### config.mk
export PLATFORM = sky130hd
export DESIGN_NAME = switch_debouncer_flat
export DESIGN_NICKNAME = d
export VERILOG_FILES = /design/src/rtl/switch_debouncer_if.sv /design/src/rtl/switch_debouncer.sv /design/src/flat_wrapper.sv
export SDC_FILE = /design/constraint.sdc
export NUM_CORES = 1
export LEC_CHECK = 0
export BUFFER_PORTS_ARGS = -buffer_cell sky130_fd_sc_hd__buf_2
export CAP_MARGIN = 20
export CORE_ASPECT_RATIO = 0.75
export CORE_MARGIN = 2
export CORE_UTILIZATION = 56
export DETAILED_ROUTE_END_ITERATION = 12
export PLACE_DENSITY_LB_ADDON = 0.1
export SLEW_MARGIN = 40
export SYNTH_ARGS = -nofsm -noshare
export SYNTH_HDL_FRONTEND = slang
export SYNTH_SLANG_ARGS = --single-unit
### constraint.sdc
create_clock -name clk -period 4.3 [get_ports clk]
set_input_delay 0.215 -clock clk [delete_from_list [all_inputs] [get_ports clk]]
set_output_delay 0.215 -clock clk [all_outputs]
set_load 0.01 [all_outputs]
### src/rtl/switch_debouncer_if.sv
// Switch conditioning bus: raw pins in, debounced vector and change pulse out.
// Latency: none (wires only).
// Backpressure: none; all signals are level/pulse, no handshake.
// Optional SWDB_GLITCH_CNT_EN adds the 16-bit aborted-settle counter.
interface switch_debouncer_if #(
    parameter int WIDTH = 64
);
    logic [WIDTH-1:0] sw_raw;
    logic [WIDTH-1:0] sw_stable;
    logic             sw_changed;
`ifdef SWDB_GLITCH_CNT_EN
    logic [15:0]      glitch_cnt;

    modport master (
        output sw_raw,
        input  sw_stable,
        input  sw_changed,
        input  glitch_cnt
    );

    modport slave (
        input  sw_raw,
        output sw_stable,
        output sw_changed,
        output glitch_cnt
    );
`else
    modport master (
        output sw_raw,
        input  sw_stable,
        input  sw_changed
    );

    modport slave (
        input  sw_raw,
        output sw_stable,
        output sw_changed
    );
`endif
endinterface

### src/rtl/switch_debouncer.sv
// Synchronise raw switch pins, whole-vector debounce, one-cycle change pulse.
// Latency: level change first sampled at edge E0 appears on sw_stable at E0+STABLE_CYCLES+2.
// Backpressure: none; the output vector is always valid, sw_changed is a bare pulse.
// Optional SWDB_GLITCH_CNT_EN enables a saturating 16-bit aborted-settle counter.
module switch_debouncer #(
    parameter int WIDTH         = 64,
    parameter int STABLE_CYCLES = 20000,
    parameter bit RESET_VAL     = 1'b1
) (
    input  logic           clk,
    input  logic           reset,
    switch_debouncer_if.slave bus
);

    // STABLE_CYCLES must be at least 1; counter holds 0..STABLE_CYCLES-1.
    localparam int                 CW       = $clog2(STABLE_CYCLES + 1);
    localparam logic [CW-1:0]      CNT_LAST = CW'(STABLE_CYCLES - 1);
    localparam logic [WIDTH-1:0]   RST_VEC  = {WIDTH{RESET_VAL}};

    typedef enum logic {
        IDLE  = 1'b0,
        COUNT = 1'b1
    } state_t;

    state_t            state;
    logic [WIDTH-1:0]  sync1;
    logic [WIDTH-1:0]  sync2;
    logic [WIDTH-1:0]  cand;
    logic [CW-1:0]     cnt;
    logic [WIDTH-1:0]  stable_q;
    logic              changed_q;

    // Two-flop synchroniser bringing the asynchronous pins into clk
    always_ff @(posedge clk) begin
        if (reset) begin
            sync1 <= RST_VEC;
            sync2 <= RST_VEC;
        end else begin
            sync1 <= bus.sw_raw;
            sync2 <= sync1;
        end
    end

    // Settle FSM: any bit change restarts the window for the whole vector
    always_ff @(posedge clk) begin
        if (reset) begin
            state     <= IDLE;
            cand      <= RST_VEC;
            cnt       <= '0;
            stable_q  <= RST_VEC;
            changed_q <= 1'b0;
        end else begin
            changed_q <= 1'b0;
            case (state)
                IDLE: begin
                    if (sync2 != cand) begin
                        cand  <= sync2;
                        cnt   <= '0;
                        state <= COUNT;
                    end
                end
                COUNT: begin
                    if (sync2 != cand) begin
                        // Bounce wins over a coincident expiry
                        cand <= sync2;
                        cnt  <= '0;
                    end else if (cnt == CNT_LAST) begin
                        // Settling back to the old value rewrites it silently
                        stable_q  <= cand;
                        changed_q <= (cand != stable_q);
                        state     <= IDLE;
                    end else begin
                        cnt <= cnt + 1'b1;
                    end
                end
                default: state <= IDLE;
            endcase
        end
    end

    assign bus.sw_stable  = stable_q;
    assign bus.sw_changed = changed_q;

`ifdef SWDB_GLITCH_CNT_EN
    logic [15:0] glitch_q;
    logic        bounce;
    logic        same_expiry;

    assign bounce      = (state == COUNT) && (sync2 != cand);
    assign same_expiry = (state == COUNT) && (sync2 == cand) &&
                         (cnt == CNT_LAST) && (cand == stable_q);

    // Count aborted settles (restarts and no-change expiries), saturating
    always_ff @(posedge clk) begin
        if (reset) begin
            glitch_q <= '0;
        end else if ((bounce || same_expiry) && (glitch_q != 16'hFFFF)) begin
            glitch_q <= glitch_q + 16'd1;
        end
    end

    assign bus.glitch_cnt = glitch_q;
`endif

endmodule

### src/flat_wrapper.sv
// flat-port wrapper written by rule: the top's interface ports become plain ports
module switch_debouncer_flat 
#(
    parameter int WIDTH         = 64,
    parameter int STABLE_CYCLES = 20000,
    parameter bit RESET_VAL     = 1'b1
)
  (clk, reset, bus_sw_raw, bus_sw_stable, bus_sw_changed);
  switch_debouncer_if #(.WIDTH(WIDTH)) bus_i ();
  input  logic clk;
  input  logic reset;
  input wire logic [$bits(bus_i.sw_raw)-1:0] bus_sw_raw;
  output wire logic [$bits(bus_i.sw_stable)-1:0] bus_sw_stable;
  output wire logic [$bits(bus_i.sw_changed)-1:0] bus_sw_changed;
  assign bus_i.sw_raw = bus_sw_raw;
  assign bus_sw_stable = bus_i.sw_stable;
  assign bus_sw_changed = bus_i.sw_changed;
  switch_debouncer #(.WIDTH(WIDTH), .STABLE_CYCLES(STABLE_CYCLES), .RESET_VAL(RESET_VAL)) u_core (.clk(clk), .reset(reset), .bus(bus_i));
endmodule
==> results of run 1 <==
cells in the final DEF (no fill, tap or decap), types with 2 or more instances in the layout:
cell type	instances
clkbuf_16	26
buf_2	129
clkinv_2	4
nor3_1	2
xor2_1	73
xnor2_1	69
nor4_1	17
buf_4	6
nand4_1	26
or2_2	192
dlygate4sd3_1	64
dfxtp_1	273
a31oi_1	64
nor2_1	21
clkbuf_8	4
nand3_1	3
bufinv_16	7
nor4_2	4
o21ai_0	3
o21ai_1	61
nand2_1	70
clkbuf_1	2
sequential cells by signal, indices dropped and copies added, names as in the netlist:
signal                 flops
u_core.cnt                15
u_core.bus.sw_stable      64
u_core.sync1              64
u_core.bus.sw_changed      1
u_core.state               1
u_core.sync2              64
u_core.cand               64
per-layer routing:
layer / part of all wire, % / vias up / global-route usage (%)
li1: - / 3490 / -
met3: 6.7 / 45 / 4.88
met5: 0 / - / 0
met2: 43 / 235 / 36.9
met4: 2.9 / 0 / 7.86
met1: 47 / 3221 / 37.0
per-stage QoR:
step | util [%] | power, mW
2_1_floorplan | - | 2.85
3_3_place_gp | 61.6 | 2.94
3_5_place_dp | 61.6 | 2.94
4_1_cts | 71.1 | 5.49
5_1_grt | 71.1 | 5.63
6_report | 71.1 | 5.46
power by group:
part | switching (mW) | total [mW] | internal, mW
Clock | 0.951 | 2.53 | 1.58
Combinational | 0.121 | 0.282 | 0.161
Sequential | 0.0475 | 2.65 | 2.60
Total | 1.12 | 5.46 | 4.34
cell type report:
cell class                      count  area (um^2)
Fill cell                        1304         4910
Sequential cell                   273         5470
Clock buffer                       31          699
Timing Repair Buffer              201         1370
Multi-Input combinational cell    619         3980
Tap cell                          236          295
Clock inverter                     14          263
Inverter                            1         3.75
worst paths after layout:
path | startpoint | end | cells past startpoint
min | bus_sw_raw[10] | u_core.sync1[10]$_SDFF_PP1_ | 3
min reg2reg | u_core.sync1[52]$_SDFF_PP1_ | u_core.sync2[52]$_SDFF_PP1_ | 1
max | u_core.cnt[0]$_SDFFE_PP0P_ | u_core.bus.sw_stable[31]$_SDFFE_PP1P_ | 7
max reg2reg | u_core.cnt[0]$_SDFFE_PP0P_ | u_core.bus.sw_stable[31]$_SDFFE_PP1P_ | 7
logic make-up (layout without fill, tap and decap cells):
group	Yosys count	in the layout	synth area share, %
adders and majority gates	1	1	0.128
and+or+nand+nor	347	347	20.3
muxes	1	1	0.102
buffers and inverters	61	247	3.49
DFF	273	273	55.9
AOI/OAI and AO/OA	128	128	7.37
xor gates and xnor gates	142	142	12.7
worst reg2reg max path: cells and delay by family (launching register included):
family          cells  cell delay, ns
fa+ha+maj           1            0.25
simple gates        4            1.24
compound gates      1            0.16
buf+inv             1            0.48
flops               1            0.41
==> summary.txt, run 1 <==
Run status
  • Outcome: finished, final reports clean

Floorplan
  • Die width: 157 um
  • Total die area: 18600 um^2
  • Die H: 118 um
  • Initial core utilization: 57.6%
  • # IOs: 131
  • Floorplan row count: 41
  • Core area: 17000 um^2

Synthesis
  • Largest cells by area after synthesis: dfxtp_1 56%, or2_2 12%, xor2_1 6.5%, xnor2_1 6.2%, a31oi_1 4.1%
  • Synth Area per Inst: 10.3 um^2
  • Syn_nets: 1020
  • Number of synthesized register bits: 273
  • Post-synthesis cell area: 9780 um^2
  • Synth top area share: 55.9%
  • Yosys top cell by area: dfxtp_1
  • Fraction of registers with async set/reset: 0%
  • Post-synth EDFFs: 0
  • Most frequent cells after synthesis: 273 x dfxtp_1, 192 x or2_2, 73 x xor2_1
  • Sequential element share of the synthesized area: 55.9%
  • Most common cell in the netlist: dfxtp_1
  • Ys Warns: 0
  • Primary FF master, synth: dfxtp_1
  • Number of unique standard cell types used by synthesis: 33
  • Mapped Cells: 953

Worst setup path
  • Crit-path cells: ha_1 -> nor3b_1 -> and4_4 -> and2_2 -> buf_4 -> a31oi_1 -> nand2_1
  • Delay-heaviest family, CP: simple AND/OR/NAND/NOR gates
  • CP Capture Type: flop
  • Critical path type: reg -> reg
  • Arr. time, crit path: 3.05 ns
  • Worst endpoint required time: 4.77 ns
  • Slowest CP cell: and2_2
  • CP Launch Type: flop
  • Crit-path max FO: 36
  • FF-to-FF setup slack: 1.71 ns
  • WP buf/inv: 1
  • Largest stage delay, worst path: 0.66 ns

Final layout
  • Design area: 12100 um^2
  • Fin cells: 1375
  • Final Net Count: 1189
  • Antenna Cells: 0
  • Layout cells sized above 1: 33.5%
  • Area growth, synth to finish: 23.4%

STA
  • Final hold slack: 0.392 ns
  • Setup tns final: 0 ns
  • Final Hold Viols: 0
  • Worst Skew: 0.0106 ns
  • Minimum clock period after layout: 2.59 ns
  • Max Clock Freq: 0.387 GHz
  • Tcrit/Tclk final: 60.1%
  • Setup violations, final: 0
  • Relative slew margins: 48.1%
  • Max Slew Vio Count: 0
  • Final worst slack: 1.71 ns
  • RSZ-0062 raised after global routing: no
  • Worst-margin pin slew: 0.778 ns

Clock network
  • Clock-pin slew on the worst setup and hold paths: 0.06 ns
  • CTS tree: built
  • Clk_lat worst skew: 0.53 ns
  • # resized after CTS: 0
  • H-tree levels: 1
  • Hold-fix buffers, CTS: 64
  • Clock root buffer: clkbuf_16
  • Post-CTS setup buffer count: 0
  • Inserted Clock Buffers: 26
  • Clock tree sinks: 273
  • Clock Path Buffers: 3

Placement
  • Hpwl dp: 15.4 mm
  • Dpl ws: 1.78 ns
  • Gpl congestion: 0.889
  • Placed cell count: 1266
  • Port-buffer cells: 130
  • Cell area after placement: 10500 um^2

Detailed routing
  • Drt first pass iters: 5
  • Post-DR vias/cell: 5.08
  • Remaining DRCs: 0
  • Final WL: 23.6 mm
  • Antenna Nets Post-Route: 0
  • Vias: 6991
  • First DRT Iteration DRCs: 502
  • Wire per inst: 17.2 um

GRT
  • Largest net degree at the start of global routing: 142
  • Vias in the first global route: 6640
  • Initial antenna violation count: 0
  • GRT Total Usage: 25.1%
  • GR Overflow Total: 0
  • First-pass GRT wire length: 36.1 mm

Pwr
  • Max IR drop VDD: 0.310 mV
  • Lkg Pwr: 4.48 nW
  • Pwr Density: 452 nW/um^2

Hold path
  • Hold/Removal Path Class: in -> reg

Job
  • Max Cap Violations: 0
Note: power is estimated with default switching activity, not from simulation.
==> inputs of run 2 (changes only) <==
ABC_AREA = 1   (was unset)
clock period = 2.4 ns   (was 4.3 ns; I/O delays follow)
==> run 2 against run 1 <==
  * Combinational power increased by 80%
  * Fmax increased by 27%
  * Utilization decreased by 0.66 points
  * Critical path type unchanged
  * Highest routed layer unchanged
==> summary.txt, run 2 <==
Pwr
  • Pwr Density: 741 nW/um^2
  • Max IR drop VDD: 0.623 mV
  • Lkg Pwr: 6.10 nW

Detailed routing
  • Wire per inst: 13.2 um
  • Antenna Nets Post-Route: 0
  • Vias: 8039
  • First DRT Iteration DRCs: 500
  • Post-DR vias/cell: 4.83
  • Final WL: 22.0 mm
  • Remaining DRCs: 0
  • Drt first pass iters: 5

Synthesis
  • Number of unique standard cell types used by synthesis: 22
  • Post-synth EDFFs: 0
  • Syn_nets: 1296
  • Most frequent cells after synthesis: 299 x nand2_1, 273 x dfxtp_1, 152 x or2_2
  • Primary FF master, synth: dfxtp_1
  • Ys Warns: 0
  • Most common cell in the netlist: nand2_1
  • Yosys top cell by area: dfxtp_1
  • Post-synthesis cell area: 10300 um^2
  • Number of synthesized register bits: 273
  • Fraction of registers with async set/reset: 0%
  • Sequential element share of the synthesized area: 53.2%
  • Largest cells by area after synthesis: dfxtp_1 53%, nand2_1 11%, or2_2 9.3%, nand4_1 5.2%, xnor2_1 5.0%
  • Mapped Cells: 1229
  • Synth Area per Inst: 8.36 um^2
  • Synth top area share: 53.2%

STA
  • Setup tns final: 0 ns
  • Final hold slack: 0.311 ns
  • RSZ-0062 raised after global routing: no
  • Worst-margin pin slew: 0.657 ns
  • Minimum clock period after layout: 2.04 ns
  • Setup violations, final: 0
  • Max Slew Vio Count: 0
  • Max Clock Freq: 0.490 GHz
  • Tcrit/Tclk final: 85.0%
  • Final Hold Viols: 0
  • Relative slew margins: 56.2%
  • Worst Skew: 0.0109 ns

Floorplan
  • Die width: 160 um
  • Floorplan row count: 42
  • Initial core utilization: 57.6%
  • # IOs: 131
  • Die H: 121 um
  • Total die area: 19400 um^2
  • Core area: 17800 um^2

Clock network
  • Clock Path Buffers: 3
  • Post-CTS setup buffer count: 0
  • Clk_lat worst skew: 0.52 ns
  • Clock tree sinks: 273
  • H-tree levels: 1
  • Inserted Clock Buffers: 25
  • # resized after CTS: 0
  • Clock-pin slew on the worst setup and hold paths: 0.06 ns
  • CTS tree: built
  • Clock root buffer: clkbuf_16

Final layout
  • Sequential cell area: 5470 um^2
  • Most frequent cells in the layout: 299 x nand2_1, 273 x dfxtp_1, 152 x or2_2, 129 x buf_2, 97 x inv_1
  • Design area: 12500 um^2
  • Fill cells: 1415
  • Antenna Cells: 0
  • Final Net Count: 1472
  • Commonest non-fill, non-tap cell in the layout: nand2_1
  • Area growth, synth to finish: 22.2%
  • Fin cells: 1664
  • Layout cells sized above 1: 25.0%
  • Area of the multi-input gates: 4110 um^2

Worst setup path
  • Crit-path max FO: 11
  • Critical path type: reg -> reg
  • CP Capture Type: flop
  • Worst endpoint required time: 2.85 ns
  • CP Launch Type: flop
  • Arr. time, crit path: 2.49 ns

GRT
  • Met3 Usage GRT: 4.07%
  • Vias in the first global route: 7576
  • Largest net degree at the start of global routing: 114
  • GRT Total Usage: 22.8%
  • First-pass GRT wire length: 36.5 mm
  • Grt met1 use: 30.5%
  • GR Overflow Total: 0
  • Busiest layer in global routing: met2
  • Global Route met2 Usage: 38.5%
  • Initial antenna violation count: 0

Hold path
  • Hold/Removal Path Class: in -> reg

Job
  • Max Cap Violations: 0

Run status
  • Outcome: finished, final reports clean

Placement
  • Gpl congestion: 0.844
  • Placed cell count: 1556
  • Hpwl dp: 13.4 mm
  • Cell area after placement: 11100 um^2
  • Port-buffer cells: 130
## run 2: changes by cell type after synthesis, moves of 59 or more
cell and change:
inv_1 +96, nand3_1 +74, nand2_1 +228, a31oi_1 -63, o21ai_1 -61, nand4_1 +59
## run 2: per-layer routing
metal,part of all wire [%],wire length [um]
met1,47,10400
met2,46,10000
met3,5.0,1100
met4,2.0,432
met5,0,0
## run 2: per-stage QoR
step                setup WS [ns]  utilization (%)  power [mW]
CTS                         0.344             70.4        9.37
floorplan                   0.731                -        5.12
detailed placement          0.386             62.1        5.26
global placement            0.474             62.1        5.25
finish                      0.359             70.4        9.30
global route               0.0754             70.4        9.65
## run 2: where the power goes
group          switching (mW)  internal, mW  total, mW  leakage (nW)
registers              0.0708          4.66       4.73          2.24
logic                   0.242         0.267      0.509          3.44
clock network            1.64          2.42       4.06         0.422
## run 2: cell families (layout without fill, tap and decap cells)
family | count (synthesis) | count (layout) | synth area share [%]
AND/OR/NAND/NOR | 692 | 692 | 32.3
flip-flops | 273 | 273 | 53.2
buffers and inverters | 171 | 364 | 6.87
XOR/XNOR | 83 | 83 | 7.08
AO/OA/AOI/OAI | 9 | 9 | 0.451
adder cells (fa/ha/maj) | 1 | 1 | 0.122
## run 2: what timing repair did
action / in CTS / in global routing
endpoints found under the hold margin: 64 / 0
endpoints found under the setup margin: 0 / 0
hold buffers: 64 / 0
## run 2: final cells by class
class | count | area share, %
flip-flops and latches | 273 | 43.6
multi-input cells | 785 | 32.8
well taps | 242 | 2.41
repair buffers | 206 | 11.1
clock buffers | 35 | 5.76
clock inverters | 9 | 0.957
inverters | 114 | 3.42
## run 2: path summary, 6_finish.rpt
| path | from | endpoint | slack, ns | cells past startpoint |
|---|---|---|---|---|
| setup reg to reg | u_core.cand[48]$_SDFFE_PP1P_ | u_core.cnt[13]$_SDFFE_PP0P_ | 0.36 | 12 |
| setup / recovery | u_core.cand[48]$_SDFFE_PP1P_ | u_core.cnt[13]$_SDFFE_PP0P_ | 0.36 | 12 |
| hold / removal | bus_sw_raw[1] | u_core.sync1[1]$_SDFF_PP1_ | 0.31 | 3 |
| hold reg to reg | u_core.sync1[28]$_SDFF_PP1_ | u_core.sync2[28]$_SDFF_PP1_ | 0.40 | 1 |
## run 2: critical path, stage by stage (launching register included)
cell and delay [ns]:
dfxtp_1 0.39, inv_1 0.06, nand2_1 0.06, nand2_1 0.05, nor2_1 0.14, nand2_1 0.10
nor2_1 0.12, nand2_1 0.13, nor2_4 0.19, nand3_1 0.36, inv_1 0.21, nand2_1 0.07
nor2_1 0.10
